<file path="src/rtl/vram_arbiter_if.sv">
// VRAM arbiter bus bundle: display read port, CPU request/response port and the shared RAM port.
// slave is the arbiter's view; master is the surrounding system (timing gen, CPU bridge, RAM).
interface vram_arbiter_if #(
    parameter int unsigned DEPTH = 16,
    parameter int unsigned AW    = 19,
    parameter int unsigned DW    = 12
);
    localparam int unsigned PW = $clog2(DEPTH) + 1;

    logic          vga_rdn;
    logic [AW-1:0] vga_addr;
    logic [DW-1:0] vga_data;

    logic          cpu_req;
    logic          cpu_we;
    logic [AW-1:0] cpu_addr;
    logic [DW-1:0] cpu_wdata;
    logic          cpu_ready;
    logic [DW-1:0] cpu_rdata;
    logic          cpu_rvalid;
    logic          cpu_err;
    logic [PW-1:0] pending;

    logic          ram_en;
    logic          ram_we;
    logic [AW-1:0] ram_addr;
    logic [DW-1:0] ram_wdata;
    logic [DW-1:0] ram_rdata;

    modport slave (
        input  vga_rdn, vga_addr, cpu_req, cpu_we, cpu_addr, cpu_wdata, ram_rdata,
        output vga_data, cpu_ready, cpu_rdata, cpu_rvalid, cpu_err, pending,
               ram_en, ram_we, ram_addr, ram_wdata
    );

    modport master (
        output vga_rdn, vga_addr, cpu_req, cpu_we, cpu_addr, cpu_wdata, ram_rdata,
        input  vga_data, cpu_ready, cpu_rdata, cpu_rvalid, cpu_err, pending,
               ram_en, ram_we, ram_addr, ram_wdata
    );
endinterface

</file>
<file path="src/rtl/vram_arbiter.sv">
// Shares one VRAM port: display reads win every cycle, CPU ops queue and issue on free cycles (>= 1 cycle after accept).
// CPU read data returns 2 cycles after issue; cpu_ready drops when the queue holds DEPTH entries.
module vram_arbiter #(
    parameter int unsigned DEPTH  = 16,
    parameter int unsigned AW     = 19,
    parameter int unsigned DW     = 12,
    parameter int unsigned PIXELS = 307200
) (
    input  logic          vga_clk,
    input  logic          rst,
    vram_arbiter_if.slave bus
);
    localparam int unsigned PTRW     = $clog2(DEPTH);
    localparam int unsigned PW       = PTRW + 1;
    localparam logic [PW-1:0] FULL   = PW'(DEPTH);
    localparam logic [AW:0] ADDR_LIM = (AW+1)'(PIXELS);

    typedef struct packed {
        logic          we;
        logic [AW-1:0] addr;
        logic [DW-1:0] wdata;
    } entry_t;

    entry_t          fifo_q [DEPTH];
    entry_t          fifo_d [DEPTH];
    logic [PTRW-1:0] wr_ptr_q, wr_ptr_d;
    logic [PTRW-1:0] rd_ptr_q, rd_ptr_d;
    logic [PW-1:0]   count_q, count_d;
    logic            rd_tag_q, rd_tag_d;
    logic [DW-1:0]   cpu_rdata_q, cpu_rdata_d;
    logic            cpu_rvalid_q, cpu_rvalid_d;
    logic            cpu_err_q, cpu_err_d;

    logic   accept;
    logic   in_range;
    logic   push;
    logic   pop;
    entry_t head;
    entry_t new_entry;

    // Readiness looks only at the registered count, so a same-cycle pop never frees a slot early.
    assign bus.cpu_ready = (count_q != FULL);
    assign accept        = bus.cpu_req && bus.cpu_ready;
    assign in_range      = ({1'b0, bus.cpu_addr} < ADDR_LIM);
    assign push          = accept && in_range;
    assign pop           = bus.vga_rdn && (count_q != '0);
    assign head          = fifo_q[rd_ptr_q];

    assign new_entry.we    = bus.cpu_we;
    assign new_entry.addr  = bus.cpu_addr;
    assign new_entry.wdata = bus.cpu_wdata;

    always_comb begin
        bus.ram_en    = 1'b0;
        bus.ram_we    = 1'b0;
        bus.ram_addr  = '0;
        bus.ram_wdata = '0;
        if (!bus.vga_rdn) begin
            bus.ram_en   = 1'b1;
            bus.ram_addr = bus.vga_addr;
        end else if (pop) begin
            bus.ram_en    = 1'b1;
            bus.ram_we    = head.we;
            bus.ram_addr  = head.addr;
            bus.ram_wdata = head.wdata;
        end
    end

    always_comb begin
        fifo_d   = fifo_q;
        wr_ptr_d = wr_ptr_q;
        rd_ptr_d = rd_ptr_q;
        count_d  = count_q;
        if (push) begin
            fifo_d[wr_ptr_q] = new_entry;
            wr_ptr_d         = wr_ptr_q + PTRW'(1);
        end
        if (pop) begin
            rd_ptr_d = rd_ptr_q + PTRW'(1);
        end
        case ({push, pop})
            2'b10:   count_d = count_q + PW'(1);
            2'b01:   count_d = count_q - PW'(1);
            default: count_d = count_q;
        endcase
    end

    // The RAM returns read data one cycle after issue; the tag marks that cycle as belonging to the CPU.
    always_comb begin
        rd_tag_d     = pop && !head.we;
        cpu_rvalid_d = rd_tag_q;
        cpu_rdata_d  = rd_tag_q ? bus.ram_rdata : cpu_rdata_q;
        cpu_err_d    = accept && !in_range;
    end

    always_ff @(posedge vga_clk) begin
        fifo_q <= fifo_d;
    end

    always_ff @(posedge vga_clk or posedge rst) begin
        if (rst) begin
            wr_ptr_q     <= '0;
            rd_ptr_q     <= '0;
            count_q      <= '0;
            rd_tag_q     <= 1'b0;
            cpu_rdata_q  <= '0;
            cpu_rvalid_q <= 1'b0;
            cpu_err_q    <= 1'b0;
        end else begin
            wr_ptr_q     <= wr_ptr_d;
            rd_ptr_q     <= rd_ptr_d;
            count_q      <= count_d;
            rd_tag_q     <= rd_tag_d;
            cpu_rdata_q  <= cpu_rdata_d;
            cpu_rvalid_q <= cpu_rvalid_d;
            cpu_err_q    <= cpu_err_d;
        end
    end

    assign bus.vga_data   = bus.ram_rdata;
    assign bus.cpu_rdata  = cpu_rdata_q;
    assign bus.cpu_rvalid = cpu_rvalid_q;
    assign bus.cpu_err    = cpu_err_q;
    assign bus.pending    = count_q;

endmodule

</file>
<file path="src/flat_wrapper.sv">
// flat-port wrapper written by rule: the top's interface ports become plain ports
module vram_arbiter_flat 
#(
    parameter int unsigned DEPTH  = 16,
    parameter int unsigned AW     = 19,
    parameter int unsigned DW     = 12,
    parameter int unsigned PIXELS = 307200
)
  (vga_clk, rst, bus_vga_rdn, bus_vga_addr, bus_cpu_req, bus_cpu_we, bus_cpu_addr, bus_cpu_wdata, bus_ram_rdata, bus_vga_data, bus_cpu_ready, bus_cpu_rdata, bus_cpu_rvalid, bus_cpu_err, bus_pending, bus_ram_en, bus_ram_we, bus_ram_addr, bus_ram_wdata);
  vram_arbiter_if #(.DEPTH(DEPTH), .AW(AW), .DW(DW)) bus_i ();
  input  logic vga_clk;
  input  logic rst;
  input wire logic [$bits(bus_i.vga_rdn)-1:0] bus_vga_rdn;
  input wire logic [$bits(bus_i.vga_addr)-1:0] bus_vga_addr;
  input wire logic [$bits(bus_i.cpu_req)-1:0] bus_cpu_req;
  input wire logic [$bits(bus_i.cpu_we)-1:0] bus_cpu_we;
  input wire logic [$bits(bus_i.cpu_addr)-1:0] bus_cpu_addr;
  input wire logic [$bits(bus_i.cpu_wdata)-1:0] bus_cpu_wdata;
  input wire logic [$bits(bus_i.ram_rdata)-1:0] bus_ram_rdata;
  output wire logic [$bits(bus_i.vga_data)-1:0] bus_vga_data;
  output wire logic [$bits(bus_i.cpu_ready)-1:0] bus_cpu_ready;
  output wire logic [$bits(bus_i.cpu_rdata)-1:0] bus_cpu_rdata;
  output wire logic [$bits(bus_i.cpu_rvalid)-1:0] bus_cpu_rvalid;
  output wire logic [$bits(bus_i.cpu_err)-1:0] bus_cpu_err;
  output wire logic [$bits(bus_i.pending)-1:0] bus_pending;
  output wire logic [$bits(bus_i.ram_en)-1:0] bus_ram_en;
  output wire logic [$bits(bus_i.ram_we)-1:0] bus_ram_we;
  output wire logic [$bits(bus_i.ram_addr)-1:0] bus_ram_addr;
  output wire logic [$bits(bus_i.ram_wdata)-1:0] bus_ram_wdata;
  assign bus_i.vga_rdn = bus_vga_rdn;
  assign bus_i.vga_addr = bus_vga_addr;
  assign bus_i.cpu_req = bus_cpu_req;
  assign bus_i.cpu_we = bus_cpu_we;
  assign bus_i.cpu_addr = bus_cpu_addr;
  assign bus_i.cpu_wdata = bus_cpu_wdata;
  assign bus_i.ram_rdata = bus_ram_rdata;
  assign bus_vga_data = bus_i.vga_data;
  assign bus_cpu_ready = bus_i.cpu_ready;
  assign bus_cpu_rdata = bus_i.cpu_rdata;
  assign bus_cpu_rvalid = bus_i.cpu_rvalid;
  assign bus_cpu_err = bus_i.cpu_err;
  assign bus_pending = bus_i.pending;
  assign bus_ram_en = bus_i.ram_en;
  assign bus_ram_we = bus_i.ram_we;
  assign bus_ram_addr = bus_i.ram_addr;
  assign bus_ram_wdata = bus_i.ram_wdata;
  vram_arbiter #(.DEPTH(DEPTH), .AW(AW), .DW(DW), .PIXELS(PIXELS)) u_core (.vga_clk(vga_clk), .rst(rst), .bus(bus_i));
endmodule
</file>
<file path="config.mk">
export PLATFORM = sky130hd
export DESIGN_NAME = vram_arbiter_flat
export DESIGN_NICKNAME = d
export VERILOG_FILES = /design/src/rtl/vram_arbiter_if.sv /design/src/rtl/vram_arbiter.sv /design/src/flat_wrapper.sv
export SDC_FILE = /design/constraint.sdc
export NUM_CORES = 1
export LEC_CHECK = 0
export CAP_MARGIN = 0
export CELL_PAD_IN_SITES_DETAIL_PLACEMENT = 0
export CELL_PAD_IN_SITES_GLOBAL_PLACEMENT = 2
export CORE_MARGIN = 1
export CORE_UTILIZATION = 50
export CTS_BUF_LIST = sky130_fd_sc_hd__clkbuf_16
export DETAILED_ROUTE_END_ITERATION = 10
export GPL_TIMING_DRIVEN = 0
export PLACE_DENSITY = 0.85
export SETUP_SLACK_MARGIN = 0.1
export SYNTH_ARGS = -nofsm -noshare
export SYNTH_HDL_FRONTEND = slang
export SYNTH_SLANG_ARGS = --single-unit
export TNS_END_PERCENT = 5
</file>
<file path="constraint.sdc">
create_clock -name vga_clk -period 11.1 [get_ports vga_clk]
set_input_delay 1.11 -clock vga_clk [delete_from_list [all_inputs] [get_ports vga_clk]]
set_output_delay 1.11 -clock vga_clk [all_outputs]
set_load 0.02 [all_outputs]
</file>
After elaboration in Yosys (flattened, before gate mapping)
Index checks and enable logic that the tools add are counted.
W data, S select, Z words.
{"block": "word_totals", "register_bits": 540, "in_bits": 67, "output_inout_bits": 65}
{"block": "classes", "n_addsub": 4, "order_cmp": 4, "n_eq_ne": 3, "muxes": 15, "n_bitwise": 2, "reduce_logical": 10}
{"cell": "$bwmux W512", "count": 1}
{"cell": "$bmux W32 S4", "count": 1}
{"cell": "$demux W32 S4", "count": 1}
{"cell": "$mux W32", "count": 3}
{"cell": "$mux W19", "count": 2}
{"cell": "$mux W12", "count": 2}
{"cell": "$lt A19 B19 Y1 const B", "count": 1}
{"cell": "$ge A5 B5 Y1 const B", "count": 2}
{"cell": "$not A4 Y5", "count": 2}
{"cell": "$pmux W5 S2", "count": 1}
{"cell": "$add A4 B1 Y4 const B", "count": 2}
{"cell": "$logic_and A1 B1 Y1", "count": 6}
{"cell": "$add A5 B1 Y5 const B", "count": 1}
{"cell": "$lt A5 B1 Y1 const B", "count": 1}
{"cell": "$ne A5 B5 Y1 const B", "count": 1}
{"cell": "$reduce_bool A5 Y1", "count": 1}
{"cell": "$sub A5 B1 Y5 const B", "count": 1}
{"cell": "$mux W1", "count": 4}
{"cell": "$eq A2 B1 Y1 const B", "count": 1}
{"cell": "$eq A2 B2 Y1 const B", "count": 1}
{"cell": "$logic_not A1 Y1", "count": 2}
{"cell": "$reduce_bool A2 Y1", "count": 1}

Longest topological paths before layout
Gate-level depths: netlist of run 1.
{"block": "depth", "word_depth": 6, "depth_mapped": 14, "mapped_depth_nobuf": 11}

Worst setup path after synthesis of run 1
Ideal clock, no wire load.
{"block": "synth_path", "path_type": "input -> register", "startpoint": "input bus_cpu_addr[12]", "endpoint": "register u_core.fifo_q[416] (netlist bit), enable pin", "setup_time_ns": 0.513, "t_arrival_ns": 5.259, "required_ns": 10.587, "slack_ns": 5.329, "stages": 5, "path_buffers": 0, "cell_sequence": "a21o_1 a211o_1 a21oi_4 inv_2 nor4b_1"}
{"block": "synth_via", "elab_chain_cells": 2}
{"item": "start, declared", "line": "flat_wrapper.sv:17", "rtl": "input wire logic [$bits(bus_i.cpu_addr)-1:0] bus_cpu_addr;"}
{"item": "$lt A19 B19 Y1", "line": "vram_arbiter.sv:44", "rtl": "assign in_range = ({1'b0, bus.cpu_addr} < ADDR_LIM);"}
{"item": "$logic_and A1 B1 Y1", "line": "vram_arbiter.sv:45", "rtl": "assign push = accept && in_range;"}
{"item": "end signal, assigned", "line": "vram_arbiter.sv:97", "rtl": "fifo_q <= fifo_d;"}
{"item": "end, declared", "line": "vram_arbiter.sv:24", "rtl": "entry_t fifo_q [DEPTH];"}
Every way passes these cells.
A chain may end at the register's enable or synchronous reset.

Final worst setup path of run 1
{"block": "layout_path", "startpoint": "input bus_vga_rdn", "endpoint": "output bus_ram_addr[14]"}
{"block": "layout_via", "elab_chain_cells": 3}
{"item": "start, declared", "line": "flat_wrapper.sv:13", "rtl": "input wire logic [$bits(bus_i.vga_rdn)-1:0] bus_vga_rdn;"}
{"item": "$logic_and A1 B1 Y1", "line": "vram_arbiter.sv:46", "rtl": "assign pop = bus.vga_rdn && (count_q != '0);"}
{"item": "$mux W19", "line": "vram_arbiter.sv:61", "rtl": "end else if (pop) begin"}
{"item": "$mux W19 (*)", "line": "vram_arbiter.sv:58", "rtl": "if (!bus.vga_rdn) begin"}
{"item": "end, declared", "line": "flat_wrapper.sv:28", "rtl": "output wire logic [$bits(bus_i.ram_addr)-1:0] bus_ram_addr;"}
Every way passes the cells marked *; elsewhere a longest branch is shown, timed or not.

==> out/qor.yml, run 1 <==
tightest_slew_ns: 1.18
cp_num_cells: 5
synth_area_leaders: "edfxtp_1 (73%), mux4_2 (14%), dfrtp_1 (3.3%), mux2i_1 (1.8%), o221ai_1 (0.79%)"
synth_cells: 975
grt_overflow: 0
utilization: 0.608
yosysSeqAreaShare: 0.759
holdWs_ns: 0.453
wire_per_inst_um: 27.1
postRouteAntennaNets: 0
min_path_type: "flip-flop to flip-flop"
insertion_delay_ns: 0.59
ys_async_sr_fraction: 0.0519
cp-start-kind: "input port"
synthTopCellsByCount: "edfxtp_1 (512), mux4_2 (127), mux2i_1 (38)"
place_ws_ns: 6.17
worstSetupPathType: "input port to output port"
drv_cap: 0
grt_setup_unrepaired: "false"
post_cts_buffers: 0
dp_hpwl_mm: 31.3
synth_nets: 1051
cp_slowest_cell: "clkdlybuf4s50_1"
place_area_um2: 23800
core_region_area_um2: 41900
rrSetupSlack_ns: 7.62
yosysTopAreaCell: "edfxtp_1"
netlist.area_leader.share: 0.726
final-instance-count-excl-fill: 1792
slew_violations: 0
wl_mm: 48.5
r2r-start: "u_core.bus.pending[1]"
cp.arrival_ns: 3.85
crit_path_frequent_cell: "clkdlybuf4s50_1"
cts_resized: 0
row_count: 75
fmax_mhz: 202
r2r_end: "u_core.bus.pending[4]"
cts_hold_buffers: 0
grt_use_total: 0.230
dpl.cell_count: 1692
fin_nets: 1285
clk_pin_slew_worst_paths_ns: 0.06
stdcell_area_um2: 25400
nFillCells: 2988
power_density_nw_per_um2: 242
antenna_found_initial: 1
hold_violations: 0
hold_end: "u_core.bus.cpu_rvalid"
vias: 10591
grt_util_met2: 0.382
worstPathCellList: "clkdlybuf4s50_1, nand3_1, buf_2, o221ai_1, clkdlybuf4s50_1"
initial_core_util: 0.506
min_period_over_period: 0.447
syn_to_final_growth_pct: 20.1
grt_pass1_wl_mm: 71.3
antennaDiodeCount: 0
skew_ns: 0.0171
hold_start: "u_core.cpu_rvalid_d"
grt_start_max_net_pins: 29
setup_ws_ns: 6.14
worstPathMaxFanout: 10
port-buffer-count: 131
drc: 0
die_w_um: 208
status: "completed"
busiest_layer: "met2"
drt_iter0_markers: 907
critPathBufInv: 3
synth_seq_cells: 540
yosys.cell_types.count: 52
viasPerCell: 5.91
vdd_drop_max_uv: 192
synth.most_common_cell: "edfxtp_1"
yosys_warnings: 0
die_h_um: 208
syn_area_um2: 21200
synth-main-ff-cell: "edfxtp_1"
min_path_cells: 0
drive_above_1_share: 0.264
endpoint_kind: "output port"
grt_pass1_vias: 10842
drtPass1Iterations: 5
cts_buffers: 54
max_stage_delay_ns: 0.70
htreeDepth: 2
crit_family: "buffers and inverters"
synth_edf_count: 512
slew_headroom: 0.215
cts_tree: "yes"
dieArea_um2: 43200
finalCriticalPeriod_ns: 4.96
root_buffer: "clkbuf_16"
cts_num_sinks: 540
io_pins: 132
gp_congestion: 0.729
critPathRequiredTime_ns: 9.99
synth.avg_cell_area_um2: 21.7
clockBufferDepth: 3
grtUsageMet1: 0.322
r2r_cells: 13
setup_viol: 0
met3_usage: 0.0339
leakagePower_uw: 0.00842
-- report_power, final --
group	leakage (uW)	internal, uW	switching [uW]
registers	0.00494	2390	62.6
clock network	0.000882	987	748
logic	0.00260	902	1050
total	0.00842	4280	1860
-- layout by cell type, fill, tap and decap left out, types with 19 or more instances in the layout --
cell and n:
edfxtp_1 512, clkdlybuf4s50_1 131, dfrtp_1 28, nand2b_1 20, buf_4 46, nand2_1 20
clkbuf_16 55, mux2i_1 38, inv_1 24, o221ai_1 19, mux4_2 127
-- flip-flops by register name, summed over array words and instances (netlist names) --
| register | flops |
|---|---|
| u_core.bus.cpu_rdata | 12 |
| u_core.rd_ptr_q | 4 |
| u_core.fifo_q | 512 |
| u_core.bus.cpu_rvalid | 1 |
| u_core.cpu_rvalid_d | 1 |
| u_core.bus.cpu_err | 1 |
| u_core.wr_ptr_q | 4 |
| u_core.bus.pending | 5 |
-- worst register-to-register path, delay by kind of cell, from the launching register on --
kind	cells	cell delay [ns]
xor+xnor	1	0.12
compound gates	4	0.70
buf+inv	3	0.79
simple gates	3	0.82
flops	1	0.48
fa+ha+maj	2	0.47
-- worst max path at each step --
stage / from / end / slack, ns
after global routing: bus_vga_rdn / bus_ram_addr[14] / 6.09
after global placement: bus_cpu_addr[13] / u_core.fifo_q[424] / -0.16
after CTS: bus_vga_rdn / bus_ram_addr[14] / 6.19
after detailed placement: bus_cpu_addr[12] / u_core.bus.pending[4] / 6.17
final: bus_vga_rdn / bus_ram_addr[14] / 6.14
after floorplan: bus_cpu_addr[12] / u_core.fifo_q[416] / 5.33
-- per-stage QoR --
stage	TNS (ns)	total power, uW
finish	0	6150
global route	0	6380
CTS	0	6200
detailed placement	0	4480
global placement	-4.83	4430
floorplan	0	3760
-- logic make-up after synthesis --
family                   after synthesis  share of synthesized area
flip-flops                           540                      0.759
multiplexers                         181                      0.162
AND/OR/NAND/NOR                       99                     0.0259
buffers and inverters                 74                     0.0209
AO/OA/AOI/OAI                         62                     0.0227
XOR/XNOR                              10                    0.00413
adder cells (fa/ha/maj)                9                    0.00532
-- area by class of cell --
type                            instances  area [um2]  area share
Timing Repair Buffer                  178        1840      0.0721
Inverter                               10        37.5     0.00148
Clock inverter                         45         308      0.0121
Sequential cell                       540       16100       0.632
Buffer                                 64         404      0.0159
Clock buffer                           55        1380      0.0541
Tap cell                              539         674      0.0265
Multi-Input combinational cell        361        4730       0.186
-- metal layers --
layer,vias to the layer above,routed length (um)
met2,374,24300
met5,-,14
met3,67,3000
li1,4542,-
met1,5606,20300
met4,2,895
(Power assumes the default switching activity.)
==> run 2, diff against run 1 <==
Settings changed: CORE_UTILIZATION 50 to 47, PLACE_DENSITY 0.85 to 0.81.
Clock period 11.1 ns to 5.2 ns, I/O delays scaled along.
==> out/qor.yml, run 2 (synthesized netlist as in run 1, its figures left out) <==
wire_per_inst_um: 26.6
fin_nets: 1285
worstSetupPathType: "flip-flop to output port"
dieArea_um2: 45900
clockBufferDepth: 3
total_power_uw: 13100
seqCellArea_um2: 16100
clk_pin_slew_worst_paths_ns: 0.06
cts_resized: 0
cp-start-kind: "flip-flop"
drive_above_1_share: 0.258
cts_buffers: 55
io_pins: 132
die_w_um: 214
grt_start_max_net_pins: 29
worstPathCellList: "clkbuf_1, nor2_1, clkbuf_1, a22oi_1, a31oi_1, clkdlybuf4s50_1"
cts_num_sinks: 540
fmax_mhz: 238
insertion_delay_ns: 0.59
r2r-start: "u_core.bus.pending[1]"
final_common_cell: "edfxtp_1"
cp_slowest_cell: "clkdlybuf4s50_1"
tightest_slew_ns: 1.06
hold_violations: 0
grt_pass1_vias: 10751
max_stage_delay_ns: 0.69
crit_family: "buffers and inverters"
cts_tree: "yes"
postRouteAntennaNets: 0
grt_overflow: 0
min_period_over_period: 0.807
slew_headroom: 0.290
critPathRequiredTime_ns: 4.68
htreeDepth: 2
port-buffer-count: 131
vdd_drop_max_uv: 389
layout_common_cells: "edfxtp_1 (512), clkdlybuf4s50_1 (131), mux4_2 (127)"
skew_ns: 0.0124
largest_register_ffs: 512
wl_met3_mm: 3.07
crit_path_frequent_cell: "clkbuf_1"
multi_input_area_um2: 4740
slew_violations: 0
nFillCells: 3290
utilization: 0.576
gp_congestion: 0.751
min_path_type: "input port to async pin"
cp.arrival_ns: 3.67
worstPathMaxFanout: 10
rrSetupSlack_ns: 1.64
endpoint_kind: "output port"
syn_to_final_growth_pct: 20.6
post_cts_buffers: 0
wl_mm: 49.0
power_density_nw_per_um2: 514
die_h_um: 214
initial_core_util: 0.478
setup_viol: 0
stdcell_area_um2: 25500
top_layer: "met5"
drt_iter0_markers: 855
critPathBufInv: 3
r2r_cells: 13
status: "completed"
core_region_area_um2: 44300
drtPass1Iterations: 5
wl_met1_mm: 20.0
viasPerCell: 5.73
drv_cap: 0
antenna_found_initial: 1
finalCriticalPeriod_ns: 4.19
row_count: 77
grt_pass1_wl_mm: 71.5
vias: 10552
leakagePower_uw: 0.00842
regMostFlops: "u_core.fifo_q"
dr_wl_met2_mm: 25.0
grt_setup_unrepaired: "false"
holdWs_ns: 0.327
root_buffer: "clkbuf_16"
drc: 0
dp_hpwl_mm: 31.6
place_area_um2: 23900
cts_hold_buffers: 0
antennaDiodeCount: 0
r2r_end: "u_core.bus.pending[4]"
grt_use_total: 0.217
[run 2: cell types whose count changed in the layout (fill, tap and decap cells not counted), sizes merged]
| cell | before | now |
|---|---|---|
| buf | 94 | 93 |
| clkinvlp | 4 | 1 |
| inv | 27 | 25 |
| clkbuf | 72 | 74 |
| bufinv | 4 | 3 |
| clkinv | 20 | 22 |
[run 2: worst max path at each step]
stage,start,endpoint,cells after the start
4_1_cts,u_core.rd_ptr_q[2],bus_ram_wdata[5],6
2_1_floorplan,bus_cpu_addr[12],u_core.fifo_q[160],6
3_3_place_gp,bus_cpu_addr[13],u_core.fifo_q[392],7
6_report,u_core.rd_ptr_q[2],bus_ram_wdata[5],6
5_1_grt,u_core.rd_ptr_q[2],bus_ram_wdata[7],6
3_5_place_dp,bus_cpu_addr[14],u_core.bus.pending[4],14
[run 2: cell type report]
type                    count  area share
plain buffers              64      0.0158
inverters                  10     0.00147
clock buffers              57      0.0558
multi-input cells         361       0.186
repair buffers            177      0.0733
well taps                 592      0.0290
clock inverters            41     0.00975
flip-flops and latches    540       0.629
[run 2: worst register-to-register path, delay by kind of cell (launching register included)]
family | cells | cell delay [ns]
DFF | 1 | 0.49
adders and majority gates | 2 | 0.48
AOI/OAI and AO/OA | 5 | 0.81
xor gates and xnor gates | 1 | 0.12
and+or+nand+nor | 2 | 0.77
buffers and inverters | 3 | 0.79
[run 2: power breakdown]
part	internal (uW)	total (uW)	switching, uW	leakage (uW)
clock network	2110	3670	1560	0.000873
registers	5110	5250	136	0.00494
logic	1930	4200	2270	0.00261
[run 2: metal layers]
| layer | track usage | vias up |
|---|---|---|
| li1 | - | 4534 |
| met1 | 0.292 | 5574 |
| met2 | 0.366 | 361 |
| met3 | 0.0404 | 81 |
| met4 | 0.0540 | 2 |
| met5 | 0 | - |
[run 2: stage by stage]
stage               instances  worst slack (ns)  setup TNS [ns]
floorplan                 975             0.133               0
global placement         1698             -5.28         -889.40
detailed placement       1743             0.813               0
CTS                      1841              1.03               0
global route             1842             0.911               0
finish                   1842              1.01               0
==> run 3, diff against run 2 <==
Settings changed: CORE_UTILIZATION 47 to 42, PLACE_DENSITY 0.81 to 0.76.
Clock period 5.2 ns to 3.8 ns, I/O delays scaled along.
==> out/qor.yml, run 3 (synthesized netlist as in run 1, its figures left out) <==
cp-start-kind: "flip-flop"
initial_core_util: 0.429
htreeDepth: 2
wl_mm: 50.2
row_count: 81
final_common_cell: "edfxtp_1"
place_area_um2: 23900
seqPwrFrac: 0.397
layout_common_cells: "edfxtp_1 (512), clkdlybuf4s50_1 (128), mux4_2 (127)"
critPathRequiredTime_ns: 3.42
r2r_end: "u_core.bus.pending[4]"
finalCriticalPeriod_ns: 3.65
min_period_over_period: 0.961
switching_share: 0.307
power_density_nw_per_um2: 704
grt_start_max_net_pins: 29
fin_nets: 1287
antenna_found_initial: 3
antennaDiodeCount: 0
die_w_um: 227
postRouteAntennaNets: 0
p_clk_frac: 0.283
grt_use_total: 0.202
hold_violations: 0
internal-power_uw: 12500
insertion_delay_ns: 0.61
port-buffer-count: 131
vias: 10518
regMostFlops: "u_core.fifo_q"
worstSetupPathType: "flip-flop to output port"
drt_iter0_markers: 900
drtPass1Iterations: 5
stdcell_area_um2: 25700
cts_hold_buffers: 0
comb_power_share: 0.320
setup_viol: 0
grt_pass1_vias: 10805
worstPathMaxFanout: 10
drive_above_1_share: 0.274
die_h_um: 227
cp.arrival_ns: 3.27
endpoint_kind: "output port"
cts_num_sinks: 540
grt_setup_unrepaired: "true"
clockBufferDepth: 3
io_pins: 132
crit_family: "buffers and inverters"
fmax_mhz: 274
dp_hpwl_mm: 32.5
final-instance-count-excl-fill: 1919
root_buffer: "clkbuf_16"
p_sw_uw: 5560
core_region_area_um2: 49400
rrSetupSlack_ns: 0.41
leakagePower_uw: 0.00849
wire_per_inst_um: 26.2
syn_to_final_growth_pct: 21.3
r2r_cells: 13
max_stage_delay_ns: 0.69
skew_ns: 0.0225
drv_cap: 0
slew_headroom: 0.371
worstPathCellList: "buf_4, buf_2, buf_4, mux2i_1, o221ai_1, clkdlybuf4s50_1"
cp_slowest_cell: "clkdlybuf4s50_1"
total_power_uw: 18100
slew_violations: 0
grt_overflow: 0
gp_congestion: 0.725
cts_tree: "yes"
critPathBufInv: 4
crit_path_frequent_cell: "buf_4"
drc: 0
r2r-start: "u_core.bus.pending[1]"
vdd_drop_max_uv: 368
nFillCells: 3949
clk_pin_slew_worst_paths_ns: 0.06
cts_buffers: 55
dpl.cell_count: 1816
largest_register_ffs: 512
dieArea_um2: 51300
grt_pass1_wl_mm: 72.9
tightest_slew_ns: 0.938
status: "completed"
viasPerCell: 5.48
min_path_type: "input port to async pin"
[run 3: cell count changes in the layout (fill, tap and decap cells not counted), moves of 3 or more]
cell / change
clkbuf_1: -7
buf_4: +7
clkdlybuf4s50_1: -3
clkinv_2: +6
clkbuf_2: +7
dlymetal6s2s_1: +3
inv_1: -5
[run 3: timing repair]
action,in CTS,in global routing
resized for setup,10,7
buffers inserted,1,0
setup endpoints to repair,24,15
[run 3: how the worst max path moves through the flow]
stage	to	slack, ns	cells past startpoint	from
final	bus_ram_addr[17]	0.15	6	u_core.rd_ptr_q[0]
after global routing	bus_ram_addr[17]	0.02	6	u_core.rd_ptr_q[0]
after CTS	bus_ram_addr[14]	0.05	6	u_core.rd_ptr_q[0]
after detailed placement	u_core.bus.pending[4]	-0.44	14	bus_cpu_addr[14]
after global placement	u_core.fifo_q[392]	-6.87	7	bus_cpu_addr[12]
after floorplan	u_core.fifo_q[160]	-1.18	7	u_core.bus.pending[2]
[run 3: metal layers]
metal | GRT usage | routed length (um) | vias to the layer above
li1 | - | - | 4551
met1 | 0.262 | 20500 | 5570
met2 | 0.347 | 25600 | 321
met3 | 0.0398 | 3060 | 70
met4 | 0.0536 | 988 | 6
met5 | 0 | 37 | -
[run 3: area by class of cell]
cell class                 instances  area, um2  share of cell area
buffer                            64        422              0.0164
clock buffer                      56       1400              0.0545
clock inverter                    45        299              0.0116
inverter                          10       37.5             0.00146
multi-input combinational        361       4750               0.185
sequential                       540      16100               0.625
tap                              664        831              0.0323
timing repair buffer             179       1890              0.0734
[run 3: per-stage QoR]
step                hold slack (ns)  TNS (ns)  worst slack, ns   util
finish                       0.0758         0            0.147  0.521
global route                 0.0963         0           0.0239  0.521
CTS                           0.399         0           0.0525  0.520
detailed placement            0.440     -8.15           -0.444  0.485
global placement              0.439  -1461.82            -6.87  0.473
floorplan                     0.407   -154.71            -1.18      -
[run 3: power by group through the flow]
| stage | Combinational [uW] | Sequential, uW | Clock [uW] |
|---|---|---|---|
| 2_1_floorplan | 3580 | 7400 | 0 |
| 3_3_place_gp | 5700 | 7330 | 0 |
| 3_5_place_dp | 5860 | 7300 | 0 |
| 4_1_cts | 5910 | 7180 | 5190 |
| 5_1_grt | 6170 | 7220 | 5410 |
| 6_report | 5800 | 7180 | 5110 |
